`config.mk`:
```
export PLATFORM = sky130hd
export DESIGN_NAME = upload_arbiter
export DESIGN_NICKNAME = d
export VERILOG_FILES = /design/src/rtl/upload_pkg.sv /design/src/rtl/rr_arbiter.sv /design/src/rtl/upload_arbiter.sv
export SDC_FILE = /design/constraint.sdc
export NUM_CORES = 1
export LEC_CHECK = 0
export BUFFER_PORTS_ARGS = -buffer_cell sky130_fd_sc_hd__buf_4
export CAP_MARGIN = 0
export CORE_MARGIN = 4
export CORE_UTILIZATION = 45
export CTS_BUF_LIST = sky130_fd_sc_hd__clkbuf_8 sky130_fd_sc_hd__clkbuf_16
export DETAILED_ROUTE_END_ITERATION = 8
export HOLD_SLACK_MARGIN = 0.05
export PLACE_DENSITY_LB_ADDON = 0.05
export SLEW_MARGIN = 20
export SYNTH_ARGS = -nofsm -noshare
export SYNTH_HDL_FRONTEND = slang
export SYNTH_HIERARCHICAL = 1
export SYNTH_SLANG_ARGS = --single-unit
```
`constraint.sdc`:
```
create_clock -name clk -period 2.95 [get_ports clk]
set_input_delay 0.1475 -clock clk [delete_from_list [all_inputs] [get_ports clk]]
set_output_delay 0.1475 -clock clk [all_outputs]
set_load 0.05 [all_outputs]
```
`src/rtl/upload_pkg.sv`:
```
// Shared constants and types for the USB upload path: source tags, arbiter
// state encoding and a width helper for the stall watchdog.
package upload_pkg;

  localparam logic [7:0] SRC_UART = 8'h01;
  localparam logic [7:0] SRC_I2C  = 8'h02;
  localparam logic [7:0] SRC_SPI  = 8'h03;
  localparam logic [7:0] SRC_ADC  = 8'h04;

  typedef enum logic {
    ST_IDLE = 1'b0,
    ST_BUSY = 1'b1
  } state_e;

  // Watchdog counter width; a disabled watchdog (0) still needs one bit.
  function automatic int cnt_width(input int t);
    return (t <= 0) ? 1 : $clog2(t + 1);
  endfunction

endpackage

```
`src/rtl/rr_arbiter.sv`:
```
// Combinational next-grant picker: round-robin from i_ptr+1, or fixed priority
// (lowest index wins) when PRIO_MODE is 1. Outputs a one-hot grant and its index.
module rr_arbiter #(
  parameter int N_SRC     = 4,
  parameter int PRIO_MODE = 0,
  parameter int IW        = $clog2(N_SRC)
) (
  input  logic [N_SRC-1:0] i_req,
  input  logic [IW-1:0]    i_ptr,
  output logic [N_SRC-1:0] o_grant,
  output logic [IW-1:0]    o_idx,
  output logic             o_any
);

  int          w_pos;
  logic [IW-1:0] w_j;

  // Scan from lowest to highest priority so the last hit is the winner.
  always_comb begin
    o_grant = '0;
    o_idx   = '0;
    o_any   = |i_req;
    w_pos   = 0;
    w_j     = '0;
    for (int k = N_SRC; k >= 1; k--) begin
      if (PRIO_MODE != 0) w_pos = k - 1;
      else                w_pos = (int'(i_ptr) + k) % N_SRC;
      w_j = IW'(w_pos);
      if (i_req[w_j]) begin
        o_grant = N_SRC'(1) << w_j;
        o_idx   = w_j;
      end
    end
  end

endmodule

```
`src/rtl/upload_arbiter.sv`:
```
// Shares the USB upload path between N_SRC handlers with packet-granular
// locking, a stall watchdog that evicts a silent owner, and an eviction mask.
module upload_arbiter
  import upload_pkg::*;
#(
  parameter int N_SRC       = 4,
  parameter int PRIO_MODE   = 0,
  parameter int TIMEOUT_CYC = 4096
) (
  input  logic               clk,
  input  logic               rst,
  input  logic [N_SRC-1:0]   src_req,
  input  logic [N_SRC*8-1:0] src_data,
  input  logic [N_SRC*8-1:0] src_source,
  input  logic [N_SRC-1:0]   src_valid,
  output logic [N_SRC-1:0]   src_ready,
  output logic               up_req,
  output logic [7:0]         up_data,
  output logic [7:0]         up_source,
  output logic               up_valid,
  input  logic               up_ready,
  output logic [N_SRC-1:0]   arb_grant,
  output logic               timeout_err
);

  localparam int IW = $clog2(N_SRC);
  localparam int CW = cnt_width(TIMEOUT_CYC);

  state_e           r_state;
  logic [N_SRC-1:0] r_grant;
  logic [IW-1:0]    r_idx;
  logic [IW-1:0]    r_ptr;
  logic [CW-1:0]    r_cnt;
  logic [N_SRC-1:0] r_mask;
  logic             r_tout;

  logic [N_SRC-1:0] w_pick_grant;
  logic [IW-1:0]    w_pick_idx;
  logic             w_pick_any;
  logic             w_busy;
  logic             w_xfer;
  logic [CW-1:0]    w_cnt_nx;
  logic             w_expire;

  rr_arbiter #(
    .N_SRC     (N_SRC),
    .PRIO_MODE (PRIO_MODE),
    .IW        (IW)
  ) u_pick (
    .i_req   (src_req & ~r_mask),
    .i_ptr   (r_ptr),
    .o_grant (w_pick_grant),
    .o_idx   (w_pick_idx),
    .o_any   (w_pick_any)
  );

  assign w_busy   = (r_state == ST_BUSY);
  assign w_xfer   = src_valid[r_idx] & up_ready;
  assign w_cnt_nx = (&r_cnt) ? r_cnt : r_cnt + CW'(1);
  assign w_expire = (TIMEOUT_CYC != 0) && (w_cnt_nx == CW'(TIMEOUT_CYC));

  always_ff @(posedge clk) begin
    if (rst) begin
      r_state <= ST_IDLE;
      r_grant <= '0;
      r_idx   <= '0;
      r_ptr   <= IW'(N_SRC - 1);
      r_cnt   <= '0;
      r_mask  <= '0;
      r_tout  <= 1'b0;
    end else begin
      r_tout <= 1'b0;
      // An evicted source becomes eligible again once it drops its request.
      r_mask <= r_mask & src_req;
      case (r_state)
        ST_IDLE: begin
          if (w_pick_any) begin
            r_grant <= w_pick_grant;
            r_idx   <= w_pick_idx;
            r_cnt   <= '0;
            r_state <= ST_BUSY;
          end
        end
        ST_BUSY: begin
          if (!src_req[r_idx]) begin
            r_state <= ST_IDLE;
            r_grant <= '0;
            r_ptr   <= r_idx;
          end else if (w_xfer) begin
            r_cnt <= '0;
          end else if (w_expire) begin
            r_state       <= ST_IDLE;
            r_grant       <= '0;
            r_ptr         <= r_idx;
            r_mask[r_idx] <= 1'b1;
            r_tout        <= 1'b1;
          end else begin
            r_cnt <= w_cnt_nx;
          end
        end
        default: r_state <= ST_IDLE;
      endcase
    end
  end

  assign up_req      = w_busy & src_req[r_idx];
  assign up_valid    = w_busy & src_valid[r_idx];
  assign up_data     = w_busy ? src_data[{r_idx, 3'b000} +: 8] : 8'h00;
  assign up_source   = w_busy ? src_source[{r_idx, 3'b000} +: 8] : 8'h00;
  assign src_ready   = (w_busy & up_ready) ? r_grant : '0;
  assign arb_grant   = r_grant;
  assign timeout_err = r_tout;

endmodule
```
# After elaboration in Yosys (flattened, before gate mapping)
# Cells that the tools add are included.
[totals]
word_cells = 99
regBits = 27
output_inout_bits = 27
[op_classes]
bitwise = 10
n_eq_ne = 8
n_mux = 49
shift = 6
n_reduce_logical = 8
order_cmp = 6
add_sub_neg = 5
[ops]
columns = ["cell", "n"]
rows = [
  ["13-bit 2-to-1 mux", 5],
  ["32-bit by 6-bit variable part select with 8-bit output", 2],
  ["4-bit 2-to-1 mux", 13],
  ["13-bit case mux with 2 select lines", 1],
  ["8-bit 2-to-1 mux", 2],
  ["1-bit by 2-bit << shifter with 4-bit output, first input constant", 4],
  ["2-bit by 3-bit less-than comparator with 1-bit output, second input constant", 5],
  ["2-bit 2-to-1 mux", 7],
  ["13-bit by 1-bit adder with 13-bit output, second input constant", 1],
  ["13-bit equality test, second input constant", 1],
  ["13-bit AND reduction", 1],
  ["1-bit binary-select mux with 2-bit select", 6],
  ["1-bit 2-to-1 mux", 12],
  ["3-bit inequality test, second input constant", 3],
  ["3-bit AND reduction", 3],
  ["4-bit AND", 2],
  ["4-bit case mux with 2 select lines", 1],
  ["4-bit OR reduction", 2],
  ["2-bit by 1-bit adder with 2-bit output, second input constant", 2],
  ["2-bit adder, second input constant", 2],
  ["1-bit AND", 4],
  ["2-bit by 1-bit inequality test with 1-bit output, second input constant", 2],
  ["2-bit inequality test, second input constant", 2],
  ["4-bit NOT", 1],
  ["7 further kinds", 8],
]

# Logic depth before layout (Yosys ltp)
# Gate-level depths: netlist of run 1.
[logic_depth]
ltp_word = 10
mapped_depth = 10
mapped_depth_nobuf = 8

# Cells and area by module
# The synthesis of run 1 kept the hierarchy.
[by_module_without_submodules]
columns = ["module", "area_each_um2", "n_inst", "cells_per_inst", "seq_area_each_um2"]
rows = [
  ["upload_arbiter", 2214.6, 1, 260, 540.5],
  ["rr_arbiter", 469.2, 1, 62, 0.0],
]

# Least setup slack after synthesis of run 1
# No wires, ideal clock.
[synth_path]
path_type = "register to register"
startpoint = "register r_cnt[0]"
endpoint = "register r_cnt[7]"
stages_incl_launch_ff = 10
arrival_ps = 2762
path_slack_ps = 74
setup_time_ps = 115
cell_sequence = "dfxtp_1 ha_1 and3_1 nand4_2 mux2i_1 or4_1 or4_4 buf_6 and4b_1 o21a_1"
[synth_between]
elab_chain_len = 6
elab_cells_between_ends = 10
classes_between = "1 x add/sub; 2 x eq/ne; 5 x mux; 2 x reduce/logical"
[synth_rtl]
columns = ["element", "line_no", "rtl"]
rows = [
  ["start, declared", "upload_arbiter.sv:33", "logic [CW-1:0] r_cnt;"],
  ["start signal, assigned", "upload_arbiter.sv:98", "r_cnt <= w_cnt_nx;"],
  ["13-bit by 1-bit adder with 13-bit output / 13-bit AND reduction (equally long branches)", "upload_arbiter.sv:59", "assign w_cnt_nx = (&r_cnt) ? r_cnt : r_cnt + CW'(1);"],
  ["13-bit 2-to-1 mux *", "upload_arbiter.sv:59", ""],
  ["parallel branches: the longest is 4 deep, another holds 13-bit equality test", "--", ""],
]
# Mark *: on every way between the ends. The select of a mux whose other input is x is not followed.
# A chain may end at the register's enable or synchronous reset.

# Final worst setup path of run 1
[layout_path]
startpoint = "register r_cnt[5]"
endpoint = "register r_cnt[3]"
[layout_between]
elab_chain_len = 6
elab_cells_between_ends = 10
classes_between = "1 x add/sub; 2 x eq/ne; 5 x mux; 2 x reduce/logical"
[layout_rtl]
columns = ["element", "line_no"]
rows = [
  ["parallel branches: the longest is 1 deep, another holds 13-bit by 1-bit adder with 13-bit output", "--"],
  ["13-bit 2-to-1 mux *", "upload_arbiter.sv:59"],
  ["parallel branches: the longest is 4 deep, another holds 13-bit equality test", "--"],
]
# Marks and branches as above.

==> impl_results.md, run 1 <==
- CTS Hold Bufs: 0
- CTS tree: built
- Largest net degree at the start of global routing: 25
- Post-DP Area: 3580 µm²
- GRT Total Usage: 0.235
- Nets: 509
- Max-cap violations: 0
- Synth warnings: 6
- CORE AREA: 5640 µm²
- CTS Buf Count: 3
- Drt total wl: 8950 µm
- Clock Skews: 0.0116 ns
- CP required: 3.08 ns
- Setup CP Type: reg -> reg
- DRT Pass-1 Iters: 5
- Avg Cell Area, Syn: 8.33 µm²
- Synth Flop Type: dfxtp_1
- Std cell rows: 27
- HP Class: in -> reg
- CP Launch Type: flop
- Via count: 3,055
- Die H: 85.2 µm
- Net Count, Synth: 404
- Hold path depth: 3
- Post-synth EDFFs: 0
- Final TNS setup: 0 ns
- CTS root buf: clkbuf_8
- 1st-iter DRT viols: 256
- Die width: 85.2 µm
- H-tree levels: 1
- Port Buffers: 101
- Postcts setup bufs: 0
- Status: finished clean
- R2r worst-path depth: 9
- Drt wl/cell: 18.0 µm
- Static leakage: 1.60 nW
- Most common cell after layout, fill and taps aside: buf_4
- I/O pin count: 102
- Routed Antenna Nets: 0
- Final setup vio count: 0
- Initial antenna violation count: 0
- Fin. max-slew vios: 0
- Final Util: 0.648
- Routed vias/inst: 6.13
- RSZ-0062 raised after global routing: false
- Final Critical Period: 2.84 ns
- Yosys cell types: 53
- Maximum fanout along the worst path: 11
- Critical path arrival: 2.97 ns
- Longest Clk Path Bufs: 2
- Design area: 3660 µm²
- Post-synth ARST share: 0
- GRT overflow: 0
- Starting Density: 0.476
- Final Hold Fails: 0
- Slew @ Worst Pin: 0.647 ns
- First-pass GRT wire length: 14,100 µm
- CP Capture Type: flop
- Post-synthesis cell count: 322
- Detailed Place HPWL: 6880 µm
- Pwr/cell area: 367 nW/µm²
- Vias in the first global route: 2,819
- ANT cells: 0
- #FFs+latches synth: 27
- Skew-Pair Late Insertion Delay: 0.28 ns
- Most frequent cells in the layout: buf_4 (125), dfxtp_1 (26), nand2_1 (25), nor2_1 (25)
- Reg clk slew, reported paths: 0.10 ns
- DRC viols: 0
- Layout cell share with drive strength beyond 1: 0.394
- GP Congestion: 0.913
- Die area: 7260 µm²
- Max frequency: 0.353 GHz
- VDD IR-drop max: 0.306 mV
- Cell area after synthesis: 2680 µm²
- Post-CTS resize count: 0
- Area growth syn-to-layout: 36.3%
- Seq/Total Area, Yosys: 0.201
- Worst slew margin: 0.568
- Clk sinks: 27
- Crit share post-route: 0.961
[worst paths after layout]
| path | start | endpoint | slack (ns) |
|---|---|---|---|
| worst min register to register | r_mask[2] | r_mask[2] | 0.49 |
| worst min-delay path | src_req[3] | r_mask[3] | 0.1 |
| worst max-delay path | r_cnt[5] | r_cnt[3] | 0.11 |
| worst max register to register | r_cnt[5] | r_cnt[3] | 0.11 |
[registers in the layout, summed over array words and instances, names as in the netlist]
signal / cells
r_state: 1
r_idx: 2
r_mask: 4
arb_grant: 4
r_ptr: 2
timeout_err: 1
r_cnt: 13
[metrics by stage]
step | power (mW) | instances | hold WS, ns | worst slack [ns]
after floorplan | 0.909 | 322 | 0.278 | 0.0736
after global placement | 1.12 | 493 | 0.386 | 0.153
after detailed placement | 1.13 | 493 | 0.390 | 0.100
after CTS | 1.34 | 497 | 0.0935 | 0.0735
after global routing | 1.42 | 498 | 0.118 | 0.0154
final | 1.34 | 498 | 0.0975 | 0.115
[area by class of cell]
class | instances | area (µm²)
fill | 494 | 1980
tap | 72 | 90.1
inverter | 9 | 33.8
timing repair buffer | 125 | 938
clock inverter | 1 | 3.75
multi-input combinational | 261 | 2010
sequential | 27 | 542
clock buffer | 3 | 41.3
[critical path, cell delays in order, from the launching register on]
cell	delay [ns]
dfxtp_1	0.41
and4_1	0.32
buf_4	0.21
and3_1	0.23
and3_1	0.20
a31oi_1	0.19
or4_4	0.66
buf_4	0.21
a31oi_1	0.17
a211oi_1	0.07
[routing by layer]
| layer | vias to the layer above | GRT usage | wire length [µm] |
|---|---|---|---|
| li1 | 1441 | - | - |
| met1 | 1451 | 0.330 | 4020 |
| met2 | 149 | 0.381 | 4130 |
| met3 | 14 | 0.0379 | 699 |
| met4 | 0 | 0.0489 | 102 |
| met5 | - | 0 | 0 |
[cell usage after synthesis (all sizes together), types with 3 or more instances]
cell / count / area, µm²
a31oi: 12 / 75.1
nand4b: 5 / 43.8
a21o: 3 / 22.5
inv: 9 / 33.8
nand4: 9 / 62.6
buf: 14 / 91.3
a21oi: 12 / 63.8
mux2: 3 / 33.8
o211ai: 8 / 65.1
o32ai: 3 / 26.3
mux4: 19 / 428
nor4: 6 / 43.8
dfxtp: 27 / 541
nand2: 26 / 100
nor3: 5 / 25.0
ha: 7 / 87.6
nor2: 25 / 93.8
a211oi: 6 / 45.0
nand2b: 4 / 25.0
o21ai: 8 / 40.0
nor2b: 8 / 50.1
and2: 20 / 125
and4: 4 / 35.0
nand3: 20 / 100
and3: 15 / 93.8
mux2i: 7 / 73.8
a41oi: 6 / 52.6
clkbuf: 12 / 45.0
or4: 3 / 27.5
[logic make-up after synthesis]
group	Yosys count	share of synthesized area
AO/OA/AOI/OAI	66	0.172
XOR/XNOR	1	0.00326
multiplexers	29	0.200
flip-flops	27	0.201
adder cells (fa/ha/maj)	7	0.0326
AND/OR/NAND/NOR	157	0.328
buffers and inverters	35	0.0634
[power breakdown]
part	switching (mW)	internal [mW]
Combinational	0.417	0.312
Clock	0.118	0.0936
Sequential	0.0179	0.384
Power figures use the tool's default switching activity.
==> inputs of run 2 (changes only) <==
--- a/config.mk
+++ b/config.mk
@@ -5,7 +5,7 @@
 export SDC_FILE = /design/constraint.sdc
 export NUM_CORES = 1
 export LEC_CHECK = 0
-export BUFFER_PORTS_ARGS = -buffer_cell sky130_fd_sc_hd__buf_4
+export BUFFER_PORTS_ARGS = -buffer_cell sky130_fd_sc_hd__buf_2
 export CAP_MARGIN = 0
 export CORE_MARGIN = 4
 export CORE_UTILIZATION = 45
==> run 2 against run 1 <==
  * Non-clock buffer count is 1 lower
  * Global-route usage is 1.2 points lower
  * Die area stayed put
  * Clock power is 7% higher
  * Critical path depth stayed put
  * Worst setup slack worse by 0.0040 ns
  * Routed wire length is 5.3% lower
  * Total power is 3.2% lower
  * Critical endpoint is now r_cnt[11]
  * Largest cell class unchanged
  * Largest power group unchanged
  * Highest routed layer unchanged
==> impl_results.md, run 2 (synthesis gave the netlist of run 1 again) <==
- Status: finished clean
- Reg-to-Reg End: r_cnt[11]
- H-tree levels: 1
- R2r worst-path depth: 9
- Slew @ Worst Pin: 0.638 ns
- Die area: 7260 µm²
- Pre-CTS setup slack: 0.0935 ns
- Max frequency: 0.352 GHz
- CP required: 3.10 ns
- Critical path arrival: 2.99 ns
- Routed Antenna Nets: 0
- Postcts setup bufs: 0
- Max-cap violations: 0
- Die H: 85.2 µm
- Vias in the first global route: 2,700
- Final Util: 0.599
- Via count: 3,072
- Most flops, register: r_cnt
- Reg clk slew, reported paths: 0.10 ns
- Max reg flops: 13
- Final setup vio count: 0
- I/O pin count: 102
- Drt total wl: 8480 µm
- First-pass GRT wire length: 13,600 µm
- Post-CTS resize count: 0
- CORE AREA: 5640 µm²
- Register area: 541 µm²
- Largest net degree at the start of global routing: 25
- Skew-Pair Late Insertion Delay: 0.28 ns
- Pwr/cell area: 385 nW/µm²
- Final Critical Period: 2.84 ns
- Hold path depth: 3
- 1st-iter DRT viols: 244
- GRT overflow: 0
- Longest Clk Path Bufs: 2
- Layout cell share with drive strength beyond 1: 0.387
- Fin. max-slew vios: 0
- VDD IR-drop max: 0.225 mV
- Maximum fanout along the worst path: 13
- CTS tree: built
- GP Congestion: 0.943
- FILL cells: 537
- Routed vias/inst: 6.19
- Setup slack after layout: 0.111 ns
- ANT cells: 0
- Hold-critical path endpoint: r_mask[2]
- Drt wl/cell: 17.1 µm
- DRT Pass-1 Iters: 5
- DRC viols: 0
- GRT Total Usage: 0.223
- CP Launch Type: flop
- Final Hold Fails: 0
- Clock Skews: 0.00391 ns
- Min-delay src: src_req[2]
- Worst reg-to-reg setup slack: 0.11 ns
- Die width: 85.2 µm
- Worst slew margin: 0.574
- Clk sinks: 27
- CTS root buf: clkbuf_8
- Detailed Place HPWL: 6420 µm
- HP Class: in -> reg
- Area growth syn-to-layout: 25.9%
- Setup CP Type: reg -> reg
- Crit share post-route: 0.962
- Initial antenna violation count: 0
- Nets: 507
- CP Capture Type: flop
- Std cell rows: 27
- CTS Buf Count: 3
- CTS Hold Bufs: 0
- Multi-input combinational cell area: 1990 µm²
- Static leakage: 1.52 nW
- Most frequent cells in the layout: buf_2 (101), dfxtp_1 (27), nand2_1 (25), nor2_1 (25), buf_4 (23)
- Most common cell after layout, fill and taps aside: buf_2
- Worst r2r src: r_cnt[0]
- Port Buffers: 101
- Starting Density: 0.476
## run 2: changes by cell type in the layout (fill, tap and decap cells not counted), sizes merged
| cell | before | now |
|---|---|---|
| buf | 125 | 124 |
| clkinvlp | 0 | 1 |
| inv | 10 | 9 |
| or4 | 4 | 3 |
## run 2: critical path, stage by stage (launching register included)
cell	delay [ns]
dfxtp_1	0.33
ha_1	0.22
and3_2	0.26
a41oi_1	0.21
a31oi_1	0.14
or4_1	0.51
or4_4	0.54
buf_4	0.22
nand2_1	0.17
o32ai_1	0.11
## run 2: how the worst max path moves through the flow
stage              from        end  slack (ns)  depth (start not counted)
2_1_floorplan  r_cnt[0]   r_cnt[7]        0.07                          9
3_3_place_gp   r_cnt[0]  r_cnt[11]        0.14                         10
3_5_place_dp   r_cnt[0]  r_cnt[11]        0.09                         10
4_1_cts        r_cnt[9]   r_ptr[0]        0.07                          7
5_1_grt        r_cnt[9]  r_cnt[12]     -0.0007                          8
6_report       r_cnt[0]  r_cnt[11]        0.11                          9
## run 2: layout make-up
| cell class | count | area share |
|---|---|---|
| multi-input combinational | 260 | 0.588 |
| timing repair buffer | 124 | 0.201 |
| sequential | 27 | 0.160 |
| tap | 72 | 0.0267 |
| clock buffer | 3 | 0.0122 |
| inverter | 9 | 0.0100 |
| clock inverter | 1 | 0.00222 |
## run 2: power by group
group | leakage, nW | switching (mW) | internal [mW]
Combinational | 1.28 | 0.410 | 0.262
Clock | 0.0217 | 0.130 | 0.0963
Sequential | 0.219 | 0.0174 | 0.384
## run 2: per-layer routing
metal	global-route usage	vias to the layer above	wire [µm]	part of all wire
met1	0.323	1476	3690	0.43
li1	-	1437	-	-
met5	0	-	0	0
met4	0.0302	0	56	0.0066
met3	0.0388	8	777	0.092
met2	0.355	151	3960	0.47
## run 2: metrics by stage
stage | hold slack [ns] | power, mW | std cells | TNS, ns | cell area (µm²)
2_1_floorplan | 0.278 | 0.909 | 322 | 0 | 2680
3_3_place_gp | 0.402 | 1.07 | 492 | 0 | 3320
3_5_place_dp | 0.396 | 1.08 | 492 | 0 | 3320
4_1_cts | 0.102 | 1.30 | 496 | 0 | 3360
5_1_grt | 0.119 | 1.38 | 496 | -0.000661 | 3380
6_report | 0.110 | 1.30 | 496 | 0 | 3380
==> inputs of run 3 (changes only) <==
--- a/config.mk
+++ b/config.mk
@@ -12,7 +12,7 @@
 export CTS_BUF_LIST = sky130_fd_sc_hd__clkbuf_8 sky130_fd_sc_hd__clkbuf_16
 export DETAILED_ROUTE_END_ITERATION = 8
 export HOLD_SLACK_MARGIN = 0.05
-export PLACE_DENSITY_LB_ADDON = 0.05
+export PLACE_DENSITY = 0.81
 export SLEW_MARGIN = 20
 export SYNTH_ARGS = -nofsm -noshare
 export SYNTH_HDL_FRONTEND = slang
==> run 3 against run 2 <==
  * Sequential power hardly changed
  * Routed wire length increased by 2.7%
  * Core utilization rose by 0.13 points
  * Critical path depth stayed put
  * Final cell count is 0.60% higher
  * Total power down 1.1%
  * Sequential share of layout area is essentially flat
  * Non-clock buffer count increased by 2
  * Flip-flop and latch count unchanged
  * Clock skew fell by 0.0011 ns
  * Critical endpoint is now r_cnt[12]
==> impl_results.md, run 3 (synthesis gave the netlist of run 1 again) <==
- Status: finished clean
- Most frequent cells in the layout: buf_2 (101), dfxtp_1 (27), nand2_1 (25), nor2_1 (25), buf_4 (25)
- GRT Total Usage: 0.232
- Via count: 3,122
- Critical path arrival: 2.94 ns
- CTS root buf: clkbuf_8
- 1st-iter DRT viols: 346
- Multi-input combinational cell area: 1980 µm²
- Worst slew margin: 0.492
- Die area: 7260 µm²
- Clock Skews: 0.00278 ns
- Vias in the first global route: 2,856
- Pwr/cell area: 380 nW/µm²
- CP required: 3.08 ns
- Routed Antenna Nets: 0
- Clk sinks: 27
- Skew-Pair Late Insertion Delay: 0.28 ns
- Drt wl/cell: 17.4 µm
- GRT overflow: 0
- GP Congestion: 0.869
- Max-cap violations: 0
- HP Class: in -> reg
- Max reg flops: 13
- Static leakage: 1.53 nW
- Drt total wl: 8700 µm
- Register area: 541 µm²
- Final TNS setup: 0 ns
- CTS Hold Bufs: 0
- Largest net degree at the start of global routing: 25
- R2r worst-path depth: 9
- Min-delay src: src_req[2]
- I/O pin count: 102
- VDD IR-drop max: 0.253 mV
- DRC viols: 0
- CP Capture Type: flop
- Max frequency: 0.356 GHz
- Most flops, register: r_cnt
- Hold path depth: 3
- CTS tree: built
- Initial antenna violation count: 1
- Most common cell after layout, fill and taps aside: buf_2
- CTS Buf Count: 3
- Detailed Place HPWL: 6760 µm
- Final setup vio count: 0
- Slew @ Worst Pin: 0.756 ns
- Port Buffers: 101
- Die width: 85.2 µm
- DRT Pass-1 Iters: 5
- Layout cell share with drive strength beyond 1: 0.385
- Reg clk slew, reported paths: 0.09 ns
- RSZ-0062 raised after global routing: false
- Final Hold Fails: 0
- Worst Setup SP: r_cnt[0]
- Nets: 509
- CORE AREA: 5640 µm²
- CP Launch Type: flop
- Area growth syn-to-layout: 26.2%
- Postcts setup bufs: 0
- Routed vias/inst: 6.26
- H-tree levels: 1
- Std cell rows: 27
- Reg-to-Reg End: r_cnt[12]
- Starting Density: 0.476
- Crit share post-route: 0.951
- Die H: 85.2 µm
- FILL cells: 496
- Design area: 3390 µm²
- Worst r2r src: r_cnt[0]
- First-pass GRT wire length: 14,000 µm
- Maximum fanout along the worst path: 12
- Worst reg-to-reg setup slack: 0.14 ns
- Setup CP Type: reg -> reg
- Final Critical Period: 2.81 ns
- Fin. max-slew vios: 0
- Longest Clk Path Bufs: 2
- Hold-critical path endpoint: r_mask[2]
- Post-DP Area: 3330 µm²
## run 3: critical path, cell delays in order (launching register included)
cell and delay [ns]:
dfxtp_1 0.32, ha_1 0.21, and3_2 0.26, a41oi_1 0.21, a31oi_1 0.14, or4_1 0.51
or4_4 0.55, buf_4 0.21, a41oi_1 0.19, a211oi_1 0.07
## run 3: worst max-delay path by stage
stage	endpoint	slack, ns	cells past startpoint
after global placement	r_cnt[12]	0.20	9
after floorplan	r_cnt[7]	0.07	9
after CTS	r_cnt[12]	0.15	9
after detailed placement	r_cnt[12]	0.17	9
after global routing	r_cnt[2]	0.03	9
final	r_cnt[12]	0.14	9
## run 3: final cells by class
cell class,instances,area share
inverters,9,0.00998
flip-flops and latches,27,0.160
diodes,1,0.000739
clock inverters,1,0.00111
multi-input cells,260,0.585
repair buffers,126,0.205
well taps,72,0.0266
clock buffers,3,0.0122
## run 3: timing repair
action                     CTS  global route
gates resized for setup      0             2
setup endpoints to repair    0             2
hold endpoints to repair     0             0
## run 3: report_power, final
| group | total [mW] | switching [mW] | internal [mW] | leakage, nW |
|---|---|---|---|---|
| clock network | 0.214 | 0.120 | 0.0936 | 0.0269 |
| registers | 0.400 | 0.0162 | 0.384 | 0.219 |
| logic | 0.671 | 0.411 | 0.260 | 1.28 |
## run 3: stage by stage
| stage | std cells | hold slack [ns] | util | worst slack (ns) | total power [mW] |
|---|---|---|---|---|---|
| 2_1_floorplan | 322 | 0.278 | - | 0.0736 | 0.909 |
| 3_3_place_gp | 494 | 0.395 | 0.590 | 0.199 | 1.06 |
| 3_5_place_dp | 494 | 0.396 | 0.590 | 0.172 | 1.07 |
| 4_1_cts | 498 | 0.113 | 0.598 | 0.147 | 1.28 |
| 5_1_grt | 499 | 0.129 | 0.600 | 0.0281 | 1.36 |
| 6_report | 499 | 0.104 | 0.600 | 0.144 | 1.29 |
## run 3: layer usage
layer,share of wire,track usage,up-vias
li1,-,-,1441
met1,0.40,0.291,1478
met2,0.49,0.408,190
met3,0.099,0.0350,13
met4,0.020,0.0705,0
met5,0,0,-
